**src/rtl/spiker_adapter_pkg.sv**
```systemverilog
// Shared types and sizing helpers for the spiker input loader slice.
package spiker_adapter_pkg;

    typedef enum logic [1:0] {
        FILL    = 2'd0,
        LOADED  = 2'd1,
        ARM     = 2'd2,
        PRESENT = 2'd3
    } loader_state_e;

    function automatic int n_words(input int n_spikes, input int width);
        return (n_spikes + width - 1) / width;
    endfunction

endpackage

```
**src/rtl/spiker_input_loader_if.sv**
```systemverilog
// Register-file / core facing signal bundle of the spiker input loader.
// The loader takes the slave side; the software/register driver takes the master side.
interface spiker_input_loader_if
#(
    parameter int WIDTH    = 32,
    parameter int N_SPIKES = 784
) ();
    import spiker_adapter_pkg::*;

    localparam int N_WORDS = n_words(N_SPIKES, WIDTH);
    localparam int CNT_W   = $clog2(N_WORDS + 1);

    logic                word_wr_i;
    logic [WIDTH-1:0]    word_data_i;
    logic                start_i;
    logic                clear_i;
    logic [7:0]          repeat_i;
    logic                writer_ready_i;
    logic                core_ready_i;
    logic [N_SPIKES-1:0] spikes_o;
    logic                spikes_valid_o;
    logic                loaded_o;
    logic                busy_o;
    logic                done_o;
    logic [CNT_W-1:0]    fill_cnt_o;
    logic                err_o;

    modport slave (
        input  word_wr_i, word_data_i, start_i, clear_i, repeat_i, writer_ready_i, core_ready_i,
        output spikes_o, spikes_valid_o, loaded_o, busy_o, done_o, fill_cnt_o, err_o
    );

    modport master (
        output word_wr_i, word_data_i, start_i, clear_i, repeat_i, writer_ready_i, core_ready_i,
        input  spikes_o, spikes_valid_o, loaded_o, busy_o, done_o, fill_cnt_o, err_o
    );

endinterface

```
**src/rtl/spiker_word_packer.sv**
```systemverilog
// Spike buffer assembled word by word, LSW first, with write pointer and flush.
module spiker_word_packer
    import spiker_adapter_pkg::*;
#(
    parameter int WIDTH    = 32,
    parameter int N_SPIKES = 784,
    parameter int N_WORDS  = 25,
    parameter int CNT_W    = $clog2(N_WORDS + 1)
) (
    input  logic                clk_i,
    input  logic                rst_i,
    input  logic                clear,
    input  logic                ptr_clr,
    input  logic                wr_en,
    input  logic [WIDTH-1:0]    wr_data,
    output logic [N_SPIKES-1:0] buf_data,
    output logic [CNT_W-1:0]    ptr
);

    logic [N_SPIKES-1:0] buf_r;
    logic [CNT_W-1:0]    ptr_r;

    // Each buffer bit belongs to word i/WIDTH; bits beyond N_SPIKES simply have no home.
    always_ff @(posedge clk_i or posedge rst_i) begin
        if (rst_i) begin
            buf_r <= '0;
        end else if (clear) begin
            buf_r <= '0;
        end else if (wr_en) begin
            for (int i = 0; i < N_SPIKES; i++) begin
                if (ptr_r == CNT_W'(i / WIDTH)) begin
                    buf_r[i] <= wr_data[i % WIDTH];
                end
            end
        end
    end

    // Write pointer doubles as the fill count; the buffer survives a pointer rewind.
    always_ff @(posedge clk_i or posedge rst_i) begin
        if (rst_i) begin
            ptr_r <= '0;
        end else if (clear || ptr_clr) begin
            ptr_r <= '0;
        end else if (wr_en) begin
            ptr_r <= ptr_r + CNT_W'(1);
        end
    end

    assign buf_data = buf_r;
    assign ptr      = ptr_r;

endmodule

```
**src/rtl/spiker_input_loader.sv**
```systemverilog
// Spiker input loader: fills the spike vector from software words and offers it to the core.
// Optional multi-presentation mode: define SPIKER_LOADER_REPEAT_EN.
module spiker_input_loader
    import spiker_adapter_pkg::*;
#(
    parameter int WIDTH    = 32,
    parameter int N_SPIKES = 784,
    parameter int N_WORDS  = 25
) (
    input  logic                  clk_i,
    input  logic                  rst_i,
    spiker_input_loader_if.slave  bus
);

    localparam int CNT_W = $clog2(N_WORDS + 1);

    localparam logic [1:0] ST_FILL    = FILL;
    localparam logic [1:0] ST_LOADED  = LOADED;
    localparam logic [1:0] ST_ARM     = ARM;
    localparam logic [1:0] ST_PRESENT = PRESENT;

    if (N_WORDS != n_words(N_SPIKES, WIDTH)) begin : g_bad_n_words
        $error("N_WORDS must equal ceil(N_SPIKES/WIDTH)");
    end

    logic [1:0]          state_r, state_nxt_s;
    logic                valid_r, loaded_r, busy_r, done_r, err_r;
    logic                err_nxt_s, done_nxt_s;
    logic                wr_en_s, ptr_clr_s;
    logic [N_SPIKES-1:0] spikes_s;
    logic [CNT_W-1:0]    fill_cnt_s;

`ifdef SPIKER_LOADER_REPEAT_EN
    logic [7:0]          rep_r, rep_nxt_s;
`else
    logic [7:0]          unused_repeat_s;
    assign unused_repeat_s = bus.repeat_i;
`endif

    spiker_word_packer #(
        .WIDTH    (WIDTH),
        .N_SPIKES (N_SPIKES),
        .N_WORDS  (N_WORDS),
        .CNT_W    (CNT_W)
    ) u_packer (
        .clk_i    (clk_i),
        .rst_i    (rst_i),
        .clear    (bus.clear_i),
        .ptr_clr  (ptr_clr_s),
        .wr_en    (wr_en_s),
        .wr_data  (bus.word_data_i),
        .buf_data (spikes_s),
        .ptr      (fill_cnt_s)
    );

    // Next-state logic; clear overrides everything and swallows coincident strobes silently.
    always_comb begin
        state_nxt_s = state_r;
        err_nxt_s   = err_r;
        done_nxt_s  = 1'b0;
        wr_en_s     = 1'b0;
        ptr_clr_s   = 1'b0;
`ifdef SPIKER_LOADER_REPEAT_EN
        rep_nxt_s   = rep_r;
`endif
        if (bus.clear_i) begin
            state_nxt_s = ST_FILL;
            err_nxt_s   = 1'b0;
`ifdef SPIKER_LOADER_REPEAT_EN
            rep_nxt_s   = 8'd0;
`endif
        end else begin
            if ((bus.word_wr_i && (state_r != ST_FILL)) || (bus.start_i && (state_r != ST_LOADED))) begin
                err_nxt_s = 1'b1;
            end else begin
                err_nxt_s = err_r;
            end
            case (state_r)
                ST_FILL: begin
                    if (bus.word_wr_i) begin
                        wr_en_s = 1'b1;
                        if (fill_cnt_s == CNT_W'(N_WORDS - 1)) begin
                            state_nxt_s = ST_LOADED;
                        end else begin
                            state_nxt_s = ST_FILL;
                        end
                    end else begin
                        state_nxt_s = ST_FILL;
                    end
                end
                ST_LOADED: begin
                    if (bus.start_i) begin
                        state_nxt_s = ST_ARM;
`ifdef SPIKER_LOADER_REPEAT_EN
                        rep_nxt_s   = bus.repeat_i;
`endif
                    end else begin
                        state_nxt_s = ST_LOADED;
                    end
                end
                ST_ARM: begin
                    if (bus.writer_ready_i) begin
                        state_nxt_s = ST_PRESENT;
                    end else begin
                        state_nxt_s = ST_ARM;
                    end
                end
                ST_PRESENT: begin
                    if (bus.core_ready_i) begin
`ifdef SPIKER_LOADER_REPEAT_EN
                        if (rep_r == 8'd0) begin
                            state_nxt_s = ST_FILL;
                            done_nxt_s  = 1'b1;
                            ptr_clr_s   = 1'b1;
                        end else begin
                            state_nxt_s = ST_PRESENT;
                            rep_nxt_s   = rep_r - 8'd1;
                        end
`else
                        state_nxt_s = ST_FILL;
                        done_nxt_s  = 1'b1;
                        ptr_clr_s   = 1'b1;
`endif
                    end else begin
                        state_nxt_s = ST_PRESENT;
                    end
                end
                default: begin
                    state_nxt_s = ST_FILL;
                end
            endcase
        end
    end

    // State plus status flags, all registered from the next state so outputs are glitch-free.
    always_ff @(posedge clk_i or posedge rst_i) begin
        if (rst_i) begin
            state_r  <= ST_FILL;
            valid_r  <= 1'b0;
            loaded_r <= 1'b0;
            busy_r   <= 1'b0;
            done_r   <= 1'b0;
            err_r    <= 1'b0;
        end else begin
            state_r  <= state_nxt_s;
            valid_r  <= (state_nxt_s == ST_PRESENT);
            loaded_r <= (state_nxt_s == ST_LOADED);
            busy_r   <= (state_nxt_s == ST_ARM) || (state_nxt_s == ST_PRESENT);
            done_r   <= done_nxt_s;
            err_r    <= err_nxt_s;
        end
    end

`ifdef SPIKER_LOADER_REPEAT_EN
    // Remaining extra presentations for the current launch.
    always_ff @(posedge clk_i or posedge rst_i) begin
        if (rst_i) begin
            rep_r <= 8'd0;
        end else begin
            rep_r <= rep_nxt_s;
        end
    end
`endif

    assign bus.spikes_o       = spikes_s;
    assign bus.spikes_valid_o = valid_r;
    assign bus.loaded_o       = loaded_r;
    assign bus.busy_o         = busy_r;
    assign bus.done_o         = done_r;
    assign bus.fill_cnt_o     = fill_cnt_s;
    assign bus.err_o          = err_r;

endmodule
```
**src/flat_wrapper.sv**
```systemverilog
// flat-port wrapper written by rule: the top's interface ports become plain ports
module spiker_input_loader_flat import spiker_adapter_pkg::*;
#(
    parameter int WIDTH    = 32,
    parameter int N_SPIKES = 784,
    parameter int N_WORDS  = 25
)
  (clk_i, rst_i, bus_word_wr_i, bus_word_data_i, bus_start_i, bus_clear_i, bus_repeat_i, bus_writer_ready_i, bus_core_ready_i, bus_spikes_o, bus_spikes_valid_o, bus_loaded_o, bus_busy_o, bus_done_o, bus_fill_cnt_o, bus_err_o);
  spiker_input_loader_if #(.WIDTH(WIDTH), .N_SPIKES(N_SPIKES)) bus_i ();
  input  logic clk_i;
  input  logic rst_i;
  input wire logic [$bits(bus_i.word_wr_i)-1:0] bus_word_wr_i;
  input wire logic [$bits(bus_i.word_data_i)-1:0] bus_word_data_i;
  input wire logic [$bits(bus_i.start_i)-1:0] bus_start_i;
  input wire logic [$bits(bus_i.clear_i)-1:0] bus_clear_i;
  input wire logic [$bits(bus_i.repeat_i)-1:0] bus_repeat_i;
  input wire logic [$bits(bus_i.writer_ready_i)-1:0] bus_writer_ready_i;
  input wire logic [$bits(bus_i.core_ready_i)-1:0] bus_core_ready_i;
  output wire logic [$bits(bus_i.spikes_o)-1:0] bus_spikes_o;
  output wire logic [$bits(bus_i.spikes_valid_o)-1:0] bus_spikes_valid_o;
  output wire logic [$bits(bus_i.loaded_o)-1:0] bus_loaded_o;
  output wire logic [$bits(bus_i.busy_o)-1:0] bus_busy_o;
  output wire logic [$bits(bus_i.done_o)-1:0] bus_done_o;
  output wire logic [$bits(bus_i.fill_cnt_o)-1:0] bus_fill_cnt_o;
  output wire logic [$bits(bus_i.err_o)-1:0] bus_err_o;
  assign bus_i.word_wr_i = bus_word_wr_i;
  assign bus_i.word_data_i = bus_word_data_i;
  assign bus_i.start_i = bus_start_i;
  assign bus_i.clear_i = bus_clear_i;
  assign bus_i.repeat_i = bus_repeat_i;
  assign bus_i.writer_ready_i = bus_writer_ready_i;
  assign bus_i.core_ready_i = bus_core_ready_i;
  assign bus_spikes_o = bus_i.spikes_o;
  assign bus_spikes_valid_o = bus_i.spikes_valid_o;
  assign bus_loaded_o = bus_i.loaded_o;
  assign bus_busy_o = bus_i.busy_o;
  assign bus_done_o = bus_i.done_o;
  assign bus_fill_cnt_o = bus_i.fill_cnt_o;
  assign bus_err_o = bus_i.err_o;
  spiker_input_loader #(.WIDTH(WIDTH), .N_SPIKES(N_SPIKES), .N_WORDS(N_WORDS)) u_core (.clk_i(clk_i), .rst_i(rst_i), .bus(bus_i));
endmodule
```
**config.mk**
```make
export PLATFORM = sky130hd
export DESIGN_NAME = spiker_input_loader_flat
export DESIGN_NICKNAME = d
export VERILOG_FILES = /design/src/rtl/spiker_adapter_pkg.sv /design/src/rtl/spiker_input_loader_if.sv /design/src/rtl/spiker_word_packer.sv /design/src/rtl/spiker_input_loader.sv /design/src/flat_wrapper.sv
export SDC_FILE = /design/constraint.sdc
export NUM_CORES = 1
export LEC_CHECK = 0
export ABC_CLOCK_PERIOD_IN_PS = 50600
export CORE_AREA = 10 10 323 325
export CTS_CLUSTER_DIAMETER = 80
export DETAILED_ROUTE_END_ITERATION = 7
export DIE_AREA = 0 0 333 335
export SYNTH_ARGS = -nofsm -noshare
export SYNTH_HDL_FRONTEND = slang
export SYNTH_SLANG_ARGS = --single-unit
```
**constraint.sdc**
```tcl
create_clock -name clk_i -period 50.6 [get_ports clk_i]
set_input_delay 5.06 -clock clk_i [delete_from_list [all_inputs] [get_ports clk_i]]
set_output_delay 5.06 -clock clk_i [all_outputs]
set_load 0.05 [all_outputs]
```
==> results.md <==
- GRT overflow: 0
- Number of remaining DRC errors: 0
- Nets: 3,619
- # H-tree levels: 3
- Root buffer cell: clkbuf_16
- Post-Syn Area: 0.0345 mm²
- Worst Path Arrival: 9.12 ns
- DIE WIDTH: 333 µm
- DRT iter0 DRCs: 2,243
- Status: completed
- WL/cell: 28.0 µm
- Critical-path top delay cell: buf_4
- Fmax achieved: 116 MHz
- HPWL after detailed placement: 90.7 mm
- Worst-path clk slew: 0.06 ns
- Worst r2r dst: u_core.u_packer.buf_data[241]
- Syn nets: 2,913
- Largest area contributor in the netlist: dfrtp_1
- Slew @ Worst Pin: 1.15 ns
- Area fraction of the dominant cell type after synthesis: 57.7%
- Initial antenna violation count: 11
- Top cells by count, synth: 796 x dfrtp_1, 706 x nand2b_1, 674 x mux2i_1
- TritonRoute pass-1 iters: 7
- WS Path Type: primary input to flip-flop
- Vias per inst: 4.98
- Area grow syn2layout: 36.2%
- Synth async-reset ratio: 100%
- CP most frequent cell: buf_4
- CTS Sinks: 796
- Total track usage: 24.0%
- Worst R2R Path Depth: 3
- Seq cells post-synth: 796
- I/O pins: 841
- Max Fanout on Critical Path: 136
- Worst-case clock skew: 0.0188 ns
- First-pass GRT wire length: 197 mm
- Die H: 335 µm
- Largest cells by area after synthesis: dfrtp_1 58%, mux2i_1 20%, nand2b_1 13%, clkbuf_1 2.0%, a21oi_1 1.7%
- Worst-case clock buffer depth: 3
- Setup TNS: 0 ns
- Routability Congestion: 0.819
- Vias in the first global route: 25,500
- Via count: 24,600
- Synth cell types: 40
- Hold WC Path Type: flip-flop to flip-flop
- Buf/Inv on CP: 5
- Syn Area/Cell: 12.1 µm²
- Slew margin rel.: 23.0%
- Post-synth EDFFs: 0
- Post-CTS sizing: 0
- Worst path max stage delay: 0.85 ns
- Post-CTS Hold Buffers: 0
- Initial Util: 35.3%
- Final ANT Viol Nets: 0
- Most common cell in the netlist: dfrtp_1
- Sequential fraction of the synthesis area: 57.7%
- WP data required: 51.11 ns
- Wirelength, routed: 138 mm
- Hold slack: 0.519 ns
- Fin. Hold Viols: 0
- Worst reg2reg startpoint: u_core.u_packer.ptr[2]
- Worst vdd ir: 0.0000225 V
- Insertion delay to the later sink of the worst-skew pair: 0.67 ns
- Critical Path Source: bus_clear_i
- Startpoint Class: primary input
- Area of the multi-input gates: 0.0136 mm²
- Maxcap violations: 0
- Min Tclk post-route: 8.61 ns
- Worst Setup End Kind: flip-flop
- Die ar.: 0.112 mm²
- Post-Synthesis Cells: 2,861
- Pin count of the biggest net entering global routing: 228
- Row count: 115
- Core Region: 0.0978 mm²
- Num CTS Buffers: 91
- Delay-heaviest family, CP: buffers and inverters
- Setup Fix Bufs, Post-CTS: 0
- Static leakage: 23.5 nW
- Pwr dens: 31.1 mW/mm²
- Ys Warns: 0
- Cell Chain, Critical Path: buf_8, buf_4, buf_4, buf_4, buf_4, nand2b_1, mux2i_1
- TritonCTS clock tree: done
- FF+latch area: 0.0199 mm²
- Setup slack, reg-to-reg: 47.25 ns
- Synth Flop Type: dfrtp_1
- # port buffers: 832
- Worst Setup EP: u_core.u_packer.buf_data[293]
- Slew Limit Fails: 0
- Worst path depth: 7
- Layout filler cell count: 8,799
- Final setup violation count: 0
- Share of layout cells above drive strength 1: 6.84%
- RSZ-0062 raised after global routing: false
- Tcrit/Tclk final: 17.0%
-- final cells by class --
cell class	count	area share, %
sequential	796	42.3
multi-input combinational	1787	28.8
timing repair buffer	886	18.6
clock buffer	135	5.72
tap	1287	3.42
clock inverter	33	0.997
inverter	5	0.0558
antenna	4	0.0213
-- flip-flops by register name, summed over array words and instances, names as in the netlist --
signal	cells
u_core.bus.busy_o	1
u_core.bus.done_o	1
u_core.bus.err_o	1
u_core.bus.loaded_o	1
u_core.bus.spikes_valid_o	1
u_core.state_r	2
u_core.u_packer.buf_data	784
u_core.u_packer.ptr	5
-- per-layer routing --
layer / global-route usage, % / vias up / routed length (µm)
li1: - / 10900 / -
met1: 30.4 / 12600 / 57800
met2: 37.8 / 881 / 63900
met3: 8.90 / 177 / 12700
met4: 7.37 / 8 / 3850
met5: 0 / - / 55
-- layout by cell type (no fill, tap or decap), types with 2 or more instances in the layout --
cell             netlist  routed
clkdlybuf4s50_1        0     831
dfrtp_1              796     796
nand2b_1             706     694
mux2i_1              674     674
a21oi_1              118     118
clkbuf_16              0      91
nand3_1               85      82
o21ai_0               81      81
nand2_1               67      65
buf_4                 10      52
clkbuf_8               0      25
clkbuf_1             186      19
nand2b_2               0      12
clkinv_2               0      12
bufinv_16              0      10
nand3_4                0       8
nand3_2               11       6
inv_6                  0       6
nor2_1                 5       5
ha_1                   5       5
diode_2                0       4
inv_1                  5       4
and3b_1                3       3
nand3b_1               3       3
nor4bb_4               0       2
nor3b_4                1       2
nor2b_1                2       2
a211oi_1               2       2
nand2_2                0       2
nand4_4                1       2
nand4b_4               1       2
xnor2_1                2       2
clkinv_8               0       2
clkinvlp_4             0       2
buf_12                 0       2
-- power breakdown --
part	switching, W	internal (W)	total [W]	leakage [nW]
clock network	0.000281	0.000420	0.000701	1.56
logic	0.0000831	0.0000315	0.000115	10.9
registers	0.00000388	0.000642	0.000646	11.1
total	0.000368	0.00109	0.00146	23.5
-- tightest hold or removal path, delay by kind of cell (launching register included) --
kind	cells	cell delay (ns)
flops	1	0.37
simple gates	1	0.05
compound gates	1	0.05
-- worst min-delay path by stage --
stage	from	endpoint	slack [ns]	depth (start not counted)
detailed placement	u_core.u_packer.buf_data[498]	u_core.u_packer.buf_data[498]	0.51	2
global placement	u_core.bus.err_o	u_core.bus.err_o	0.50	2
floorplan	u_core.state_r[1]	u_core.u_packer.ptr[4]	0.69	3
finish	u_core.u_packer.buf_data[498]	u_core.u_packer.buf_data[498]	0.52	2
global route	u_core.u_packer.buf_data[498]	u_core.u_packer.buf_data[498]	0.53	2
CTS	u_core.u_packer.buf_data[498]	u_core.u_packer.buf_data[498]	0.52	2
-- cell families (layout without fill, tap and decap cells) --
group	after synthesis	after routing	synth area share, %
buf+inv	278	1059	3.62
simple gates	901	901	15.9
mux	674	674	19.5
xor+xnor	2	2	0.0507
compound gates	205	205	3.02
flops	796	796	57.7
fa+ha+maj	5	5	0.181
other cells	0	4	0
-- stage by stage --
| stage | total power [W] | area [µm²] | instances | utilization, % | worst slack [ns] |
|---|---|---|---|---|---|
| after CTS | 0.00148 | 47100 | 4929 | 48.1 | 42.08 |
| final | 0.00146 | 47100 | 4933 | 48.1 | 41.99 |
| after floorplan | 0.000727 | 34500 | 2861 | - | 23.19 |
| after global placement | 0.000774 | 43900 | 4761 | 44.9 | 41.31 |
| after global routing | 0.00151 | 47100 | 4931 | 48.1 | 41.71 |
| after detailed placement | 0.000774 | 43900 | 4761 | 44.9 | 41.36 |
Power figures use the tool's default switching activity.
